--- config.mk ---
export PLATFORM = sky130hd
export DESIGN_NAME = i2s_sample_rx
export DESIGN_NICKNAME = d
export VERILOG_FILES = /design/src/rtl/i2s_pkg.sv /design/src/rtl/sample_fifo2.sv /design/src/rtl/i2s_sample_rx.sv
export SDC_FILE = /design/constraint.sdc
export NUM_CORES = 1
export LEC_CHECK = 0
export CAP_MARGIN = 10
export CELL_PAD_IN_SITES_DETAIL_PLACEMENT = 0
export CELL_PAD_IN_SITES_GLOBAL_PLACEMENT = 2
export CORE_UTILIZATION = 37
export DETAILED_ROUTE_END_ITERATION = 8
export GPL_ROUTABILITY_DRIVEN = 0
export PLACE_DENSITY_LB_ADDON = 0.1
export SYNTH_ARGS = -nofsm -noshare
export SYNTH_HDL_FRONTEND = slang
export SYNTH_SLANG_ARGS = --single-unit
--- constraint.sdc ---
create_clock -name s_axi_aclk -period 3.3 [get_ports s_axi_aclk]
set_input_delay 0.66 -clock s_axi_aclk [delete_from_list [all_inputs] [get_ports s_axi_aclk]]
set_output_delay 0.66 -clock s_axi_aclk [all_outputs]
set_load 0.05 [all_outputs]
--- src/rtl/i2s_pkg.sv ---
// Shared definitions for the I2S sample receiver: FSM encoding and sizing helpers.
package i2s_pkg;

  typedef enum logic [1:0] {
    IDLE  = 2'd0,
    SYNC  = 2'd1,
    LEFT  = 2'd2,
    RIGHT = 2'd3
  } rx_state_t;

  localparam int SYNC_DEPTH = 2;

  function automatic int bit_cnt_w(input int slot_max);
    return $clog2(slot_max + 1);
  endfunction

endpackage

--- src/rtl/sample_fifo2.sv ---
// Two-entry registered FIFO of {left,right} sample pairs; head entry drives the outputs.
module sample_fifo2 #(
  parameter int DATA_W = 24
) (
  input  logic              clk,
  input  logic              rst_n,
  input  logic              push,
  input  logic [DATA_W-1:0] push_left,
  input  logic [DATA_W-1:0] push_right,
  input  logic              pop,
  output logic [DATA_W-1:0] head_left,
  output logic [DATA_W-1:0] head_right,
  output logic              valid,
  output logic              full
);

  logic              v0_q, v1_q, v0_n, v1_n;
  logic [DATA_W-1:0] l0_q, r0_q, l1_q, r1_q;
  logic [DATA_W-1:0] l0_n, r0_n, l1_n, r1_n;
  logic              pop_ok, push_ok;

  assign pop_ok  = pop & v0_q;
  assign push_ok = push & (~v1_q | pop_ok);

  // Pop shifts the tail forward first, so a push lands in whichever slot is then free.
  always_comb begin
    v0_n = v0_q;
    v1_n = v1_q;
    l0_n = l0_q;
    r0_n = r0_q;
    l1_n = l1_q;
    r1_n = r1_q;
    if (pop_ok) begin
      v0_n = v1_q;
      l0_n = l1_q;
      r0_n = r1_q;
      v1_n = 1'b0;
    end
    if (push_ok) begin
      if (!v0_n) begin
        v0_n = 1'b1;
        l0_n = push_left;
        r0_n = push_right;
      end else begin
        v1_n = 1'b1;
        l1_n = push_left;
        r1_n = push_right;
      end
    end
  end

  always_ff @(posedge clk or negedge rst_n) begin
    if (!rst_n) begin
      v0_q <= 1'b0;
      v1_q <= 1'b0;
      l0_q <= '0;
      r0_q <= '0;
    end else begin
      v0_q <= v0_n;
      v1_q <= v1_n;
      l0_q <= l0_n;
      r0_q <= r0_n;
    end
  end

  always_ff @(posedge clk) begin
    l1_q <= l1_n;
    r1_q <= r1_n;
  end

  assign head_left  = l0_q;
  assign head_right = r0_q;
  assign valid      = v0_q;
  assign full       = v1_q;

endmodule

--- src/rtl/i2s_sample_rx.sv ---
// I2S receiver: oversamples s_clk/word_select/serial_data in the aclk domain and
// rebuilds left/right sample pairs into a 2-entry valid/ready buffer.
import i2s_pkg::*;

module i2s_sample_rx #(
  parameter int NUM_BITS_DAC = 24,
  parameter int SLOT_MAX     = 32,
  parameter int CNT_BITS     = 16
) (
  input  logic                    s_axi_aclk,
  input  logic                    s_axi_aresetn,
  input  logic                    en,
  input  logic                    s_clk,
  input  logic                    word_select,
  input  logic                    serial_data,
  output logic [NUM_BITS_DAC-1:0] m_left,
  output logic [NUM_BITS_DAC-1:0] m_right,
  output logic                    m_valid,
  input  logic                    m_ready,
  output logic                    overflow,
  input  logic                    ovf_clr,
  output logic [CNT_BITS-1:0]     frame_count
);

  localparam int CW = bit_cnt_w(SLOT_MAX);

  function automatic logic [CW-1:0] sat_inc(input logic [CW-1:0] v);
    return (v == CW'(SLOT_MAX)) ? v : v + 1'b1;
  endfunction

  logic [SYNC_DEPTH-1:0] sclk_sync_p1, ws_sync_p1, sd_sync_p1;
  logic                  sclk_p2, edge_p2, ws_p2, sd_p2;
  rx_state_t             state_p3, state_nxt;
  logic                  ws_prev_p3, ws_chg;
  logic [CW-1:0]         cnt_p3;
  logic [NUM_BITS_DAC-1:0] word_p3, word_nxt, left_p3;
  logic [NUM_BITS_DAC-1:0] pair_left_p3, pair_right_p3;
  logic                  push_p3;
  logic                  shift_en, word_clr, left_done, right_done;
  logic                  fifo_full, pop, push_ok, drop;

  // Stage 1: two-flop synchronizers
  always_ff @(posedge s_axi_aclk or negedge s_axi_aresetn) begin
    if (!s_axi_aresetn) begin
      sclk_sync_p1 <= '0;
      ws_sync_p1   <= '0;
      sd_sync_p1   <= '0;
    end else begin
      sclk_sync_p1 <= {sclk_sync_p1[SYNC_DEPTH-2:0], s_clk};
      ws_sync_p1   <= {ws_sync_p1[SYNC_DEPTH-2:0], word_select};
      sd_sync_p1   <= {sd_sync_p1[SYNC_DEPTH-2:0], serial_data};
    end
  end

  // Stage 2: bit-edge detect, with ws/sd captured alongside
  always_ff @(posedge s_axi_aclk or negedge s_axi_aresetn) begin
    if (!s_axi_aresetn) begin
      sclk_p2 <= 1'b0;
      edge_p2 <= 1'b0;
      ws_p2   <= 1'b0;
      sd_p2   <= 1'b0;
    end else begin
      sclk_p2 <= sclk_sync_p1[SYNC_DEPTH-1];
      edge_p2 <= sclk_sync_p1[SYNC_DEPTH-1] & ~sclk_p2;
      ws_p2   <= ws_sync_p1[SYNC_DEPTH-1];
      sd_p2   <= sd_sync_p1[SYNC_DEPTH-1];
    end
  end

  assign ws_chg = edge_p2 & (ws_p2 != ws_prev_p3);

  always_comb begin
    state_nxt  = state_p3;
    shift_en   = 1'b0;
    word_clr   = 1'b0;
    left_done  = 1'b0;
    right_done = 1'b0;
    if (!en) begin
      state_nxt = IDLE;
    end else begin
      case (state_p3)
        IDLE: state_nxt = SYNC;
        SYNC: begin
          if (ws_chg && !ws_p2) begin
            word_clr  = 1'b1;
            state_nxt = LEFT;
          end
        end
        LEFT: begin
          if (ws_chg && ws_p2) begin
            left_done = 1'b1;
            state_nxt = RIGHT;
          end else if (edge_p2) begin
            shift_en = 1'b1;
          end
        end
        RIGHT: begin
          if (ws_chg && !ws_p2) begin
            right_done = 1'b1;
            state_nxt  = LEFT;
          end else if (edge_p2) begin
            shift_en = 1'b1;
          end
        end
        default: state_nxt = IDLE;
      endcase
    end
  end

  // Bit k of the slot lands at position MSB-k; bits past the word width fall off.
  always_comb begin
    word_nxt = word_p3;
    for (int i = 0; i < NUM_BITS_DAC; i++) begin
      if (cnt_p3 == CW'(NUM_BITS_DAC - 1 - i)) word_nxt[i] = sd_p2;
    end
  end

  // Stage 3: framing FSM and word assembly
  always_ff @(posedge s_axi_aclk or negedge s_axi_aresetn) begin
    if (!s_axi_aresetn) begin
      state_p3   <= IDLE;
      ws_prev_p3 <= 1'b0;
      cnt_p3     <= '0;
      push_p3    <= 1'b0;
    end else begin
      state_p3 <= state_nxt;
      push_p3  <= right_done;
      if (edge_p2) ws_prev_p3 <= ws_p2;
      if (word_clr || left_done || right_done) cnt_p3 <= '0;
      else if (shift_en) cnt_p3 <= sat_inc(cnt_p3);
    end
  end

  always_ff @(posedge s_axi_aclk) begin
    if (word_clr || left_done || right_done) word_p3 <= '0;
    else if (shift_en) word_p3 <= word_nxt;
    if (left_done) left_p3 <= word_nxt;
    if (right_done) begin
      pair_left_p3  <= left_p3;
      pair_right_p3 <= word_nxt;
    end
  end

  // Stage 4: buffer write, drop accounting
  assign pop     = m_valid & m_ready;
  assign push_ok = push_p3 & (~fifo_full | pop);
  assign drop    = push_p3 & fifo_full & ~pop;

  sample_fifo2 #(
    .DATA_W(NUM_BITS_DAC)
  ) u_fifo (
    .clk       (s_axi_aclk),
    .rst_n     (s_axi_aresetn),
    .push      (push_ok),
    .push_left (pair_left_p3),
    .push_right(pair_right_p3),
    .pop       (pop),
    .head_left (m_left),
    .head_right(m_right),
    .valid     (m_valid),
    .full      (fifo_full)
  );

  always_ff @(posedge s_axi_aclk or negedge s_axi_aresetn) begin
    if (!s_axi_aresetn) begin
      overflow    <= 1'b0;
      frame_count <= '0;
    end else begin
      if (drop) overflow <= 1'b1;
      else if (ovf_clr) overflow <= 1'b0;
      if (push_ok) frame_count <= frame_count + 1'b1;
    end
  end

endmodule
==> impl_metrics.yaml <==
outcome:
  status: "completed"
route:
  firstDrtPassIters: 5
  drc: 0
  detail-route-antenna-nets: 0
  viasPerCell: 4.897
  wl_mm: 18.13
  vias: 5245
  drt-initial-drc-count: 278
  routedWlPerCell_um: 16.93
worst_setup_path:
  r2r_end: "word_p3[20]"
  critical_path_arrival_ns: 1.81
  end_kind: "output pin"
  crit_path_top_delay_cell: "clkdlybuf4s50_1"
  regToRegSetupSlack_ns: 1.11
  worstSetupPathType: "reg2out"
  path_buf_inv: 1
  cp.depth: 1
  cp_slowest_stage_delay_ns: 0.84
  cp_cell_sequence: "clkdlybuf4s50_1"
  rr_worst_depth: 5
  start_kind: "register"
  r2r-start: "cnt_p3[0]"
  cp.required_ns: 2.64
  worstPathMaxFanout: 7
  crit_family: "buffers and inverters"
timing:
  worst_slew_pin_slew_ns: 0.8125
  slew_headroom: 0.4583
  finalSetupViolations: 0
  clock.fmax_mhz: 404.6
  period_needed_ns: 2.472
  post-route-worst-setup-slack_ns: 0.8284
  rsz0062_at_grt: "false"
  fin_skew_ns: 0.009392
  slew_viol_final: 0
  fin_crit_sh: 0.7490
  hold_viol: 0
  finalSetupTns_ns: 0
yosys:
  yosys_register_bits: 231
  ys_types: 49
  seq_area_frac_synth: 0.6971
  async_flop_share: 0.3766
  ys_warn_count: 0
  synth_area_mm2: 0.008981
  synth-edff-count: 120
  syn-instance-count: 660
  synth_area_per_cell_um2: 13.61
  synthesis.nets: 673
  synthFlopType: "edfxtp_1"
die:
  io_pins: 74
  die_width_um: 157.8
  dieArea_mm2: 0.02490
  fp-row-count: 56
  core_area_mm2: 0.02361
  die-height_um: 157.8
  initial_core_util: 0.3804
clock_network:
  cts_root_buf: "clkbuf_16"
  h-tree-depth: 1
  cts_resized: 0
  clk_pin_slew_ns: 0.06
  numCtsBuffers: 26
  cts.sinks: 231
  cts_hold_buffers: 0
  cts_setup_buffers: 0
  clk-insertion-delay-late_ns: 0.51
  cts_tree: "built"
  clockBufferDepth: 3
power_and_ir_drop:
  peakVddDrop_uv: 356.8
  leakagePower_nw: 4.372
  power_density_mw_per_mm2: 583.9
layout:
  diodes: 0
  area_delta_synth_final_pct: 21.12
  nets: 745
  drive_gt1_frac: 0.1184
place:
  dp_hpwl_mm: 11.24
  place_ws_ns: 0.7367
  portBuffers: 73
min_path:
  worst_hold_path_type: "in2async"
global_routing:
  grt_antenna_before_repair: 0
  overflow: 0
  grt_max_degree: 97
  grt_pass1_vias: 5329
  grt_pass1_wl_mm: 29.01
  grtUsageTotal: 0.1501
job:
  maxCapViolations: 0
-- power breakdown --
group / internal (mW) / switching, mW / leakage [nW]
Sequential: 3.08 / 0.0491 / 2.39
Clock: 1.62 / 1.09 / 0.401
Combinational: 0.169 / 0.336 / 1.59
-- per-stage QoR --
| stage | power, mW | utilization | hold WS [ns] | std cells | instance area [µm²] |
|---|---|---|---|---|---|
| 6_report | 6.352 | 0.4607 | 0.1320 | 1071 | 10880 |
| 4_1_cts | 6.466 | 0.4607 | 0.1368 | 1071 | 10880 |
| 3_5_place_dp | 3.703 | 0.4261 | 0.3370 | 1023 | 10060 |
| 3_3_place_gp | 3.696 | 0.4261 | 0.3365 | 1023 | 10060 |
| 5_1_grt | 6.605 | 0.4607 | 0.1497 | 1071 | 10880 |
| 2_1_floorplan | 3.504 | - | 0.3312 | 660 | 8984 |
-- layout by cell type (no fill, tap or decap), drive strengths merged, types with 4 or more instances in the layout --
master	count
nor2	55
a21oi	77
nand4	10
edfxtp	120
nor4	5
dfxtp	24
nand3	36
ha	5
mux2i	50
buf	9
or3	5
inv	7
xnor2	17
dfrtp	87
clkbuf	38
nand2	38
o21ai	27
clkinv	8
nand2b	4
and4	4
nor3	4
clkdlybuf4s50	72
mux2	26
-- final cells by class --
class / count / area [µm²]
Clock inverter: 10 / 80.08
Clock buffer: 38 / 737.0
Inverter: 7 / 26.28
Fill cell: 2136 / 12730
Multi-Input combinational cell: 385 / 2524
Timing Repair Buffer: 81 / 850.8
Tap cell: 319 / 399.1
Sequential cell: 231 / 6261
-- layer usage --
metal	part of all wire	wire, µm	up-vias	GRT usage
met2	0.46	8263	104	0.2358
li1	-	-	2540	-
met1	0.48	8642	2571	0.2078
met3	0.046	842	30	0.02929
met4	0.021	381	0	0.04993
met5	0	0	-	0
-- registers in the layout, indices dropped and copies added, names as in the netlist, 6 cells and up --
register	cells
pair_right_p3	24
word_p3	24
cnt_p3	6
left_p3	24
frame_count	16
u_fifo.head_right	24
u_fifo.l1_q	24
u_fifo.head_left	24
pair_left_p3	24
u_fifo.r1_q	24
-- synthesized netlist by cell type (2+ instances only) --
cell type,n,area (µm²)
and4_1,4,35.03
nor3_2,3,30.03
nand3_1,35,175.2
buf_4,5,37.54
mux2_2,25,281.5
a21oi_1,76,380.4
nand4_1,10,62.56
dfrtp_1,87,2177
buf_1,4,15.01
edfxtp_1,120,3603
mux2i_1,50,500.5
o21ai_0,27,135.1
buf_2,16,80.08
clkbuf_1,11,41.29
nand2b_1,4,25.02
nor2_1,55,206.5
ha_1,5,62.56
nand2_1,37,138.9
dfxtp_1,24,480.5
nor2b_1,2,12.51
inv_1,7,26.28
o31ai_1,2,15.01
or3_1,5,31.28
nor4_1,4,25.02
xnor2_1,17,148.9
and3_1,2,12.51
-- worst max-delay path by stage --
stage / start / end / slack, ns
after detailed placement: en / pair_right_p3[5] / 0.74
final: frame_count[3] / frame_count[3] / 0.83
after global routing: frame_count[3] / frame_count[3] / 0.75
after global placement: en / pair_right_p3[10] / 0.78
after floorplan: en / pair_left_p3[0] / 0.69
after CTS: frame_count[3] / frame_count[3] / 0.79
-- logic make-up (layout without fill, tap and decap cells) --
kind of cell               Yosys count  in the layout  share of synthesized area
DFF                                231            231                     0.6971
xor gates and xnor gates            18             18                    0.01755
and+or+nand+nor                    175            175                     0.1007
muxes                               76             76                    0.08833
AOI/OAI and AO/OA                  111            111                    0.06576
adders and majority gates            5              5                   0.006966
buffers and inverters               44            136                    0.02354
Note: power is estimated with default switching activity, not from simulation.
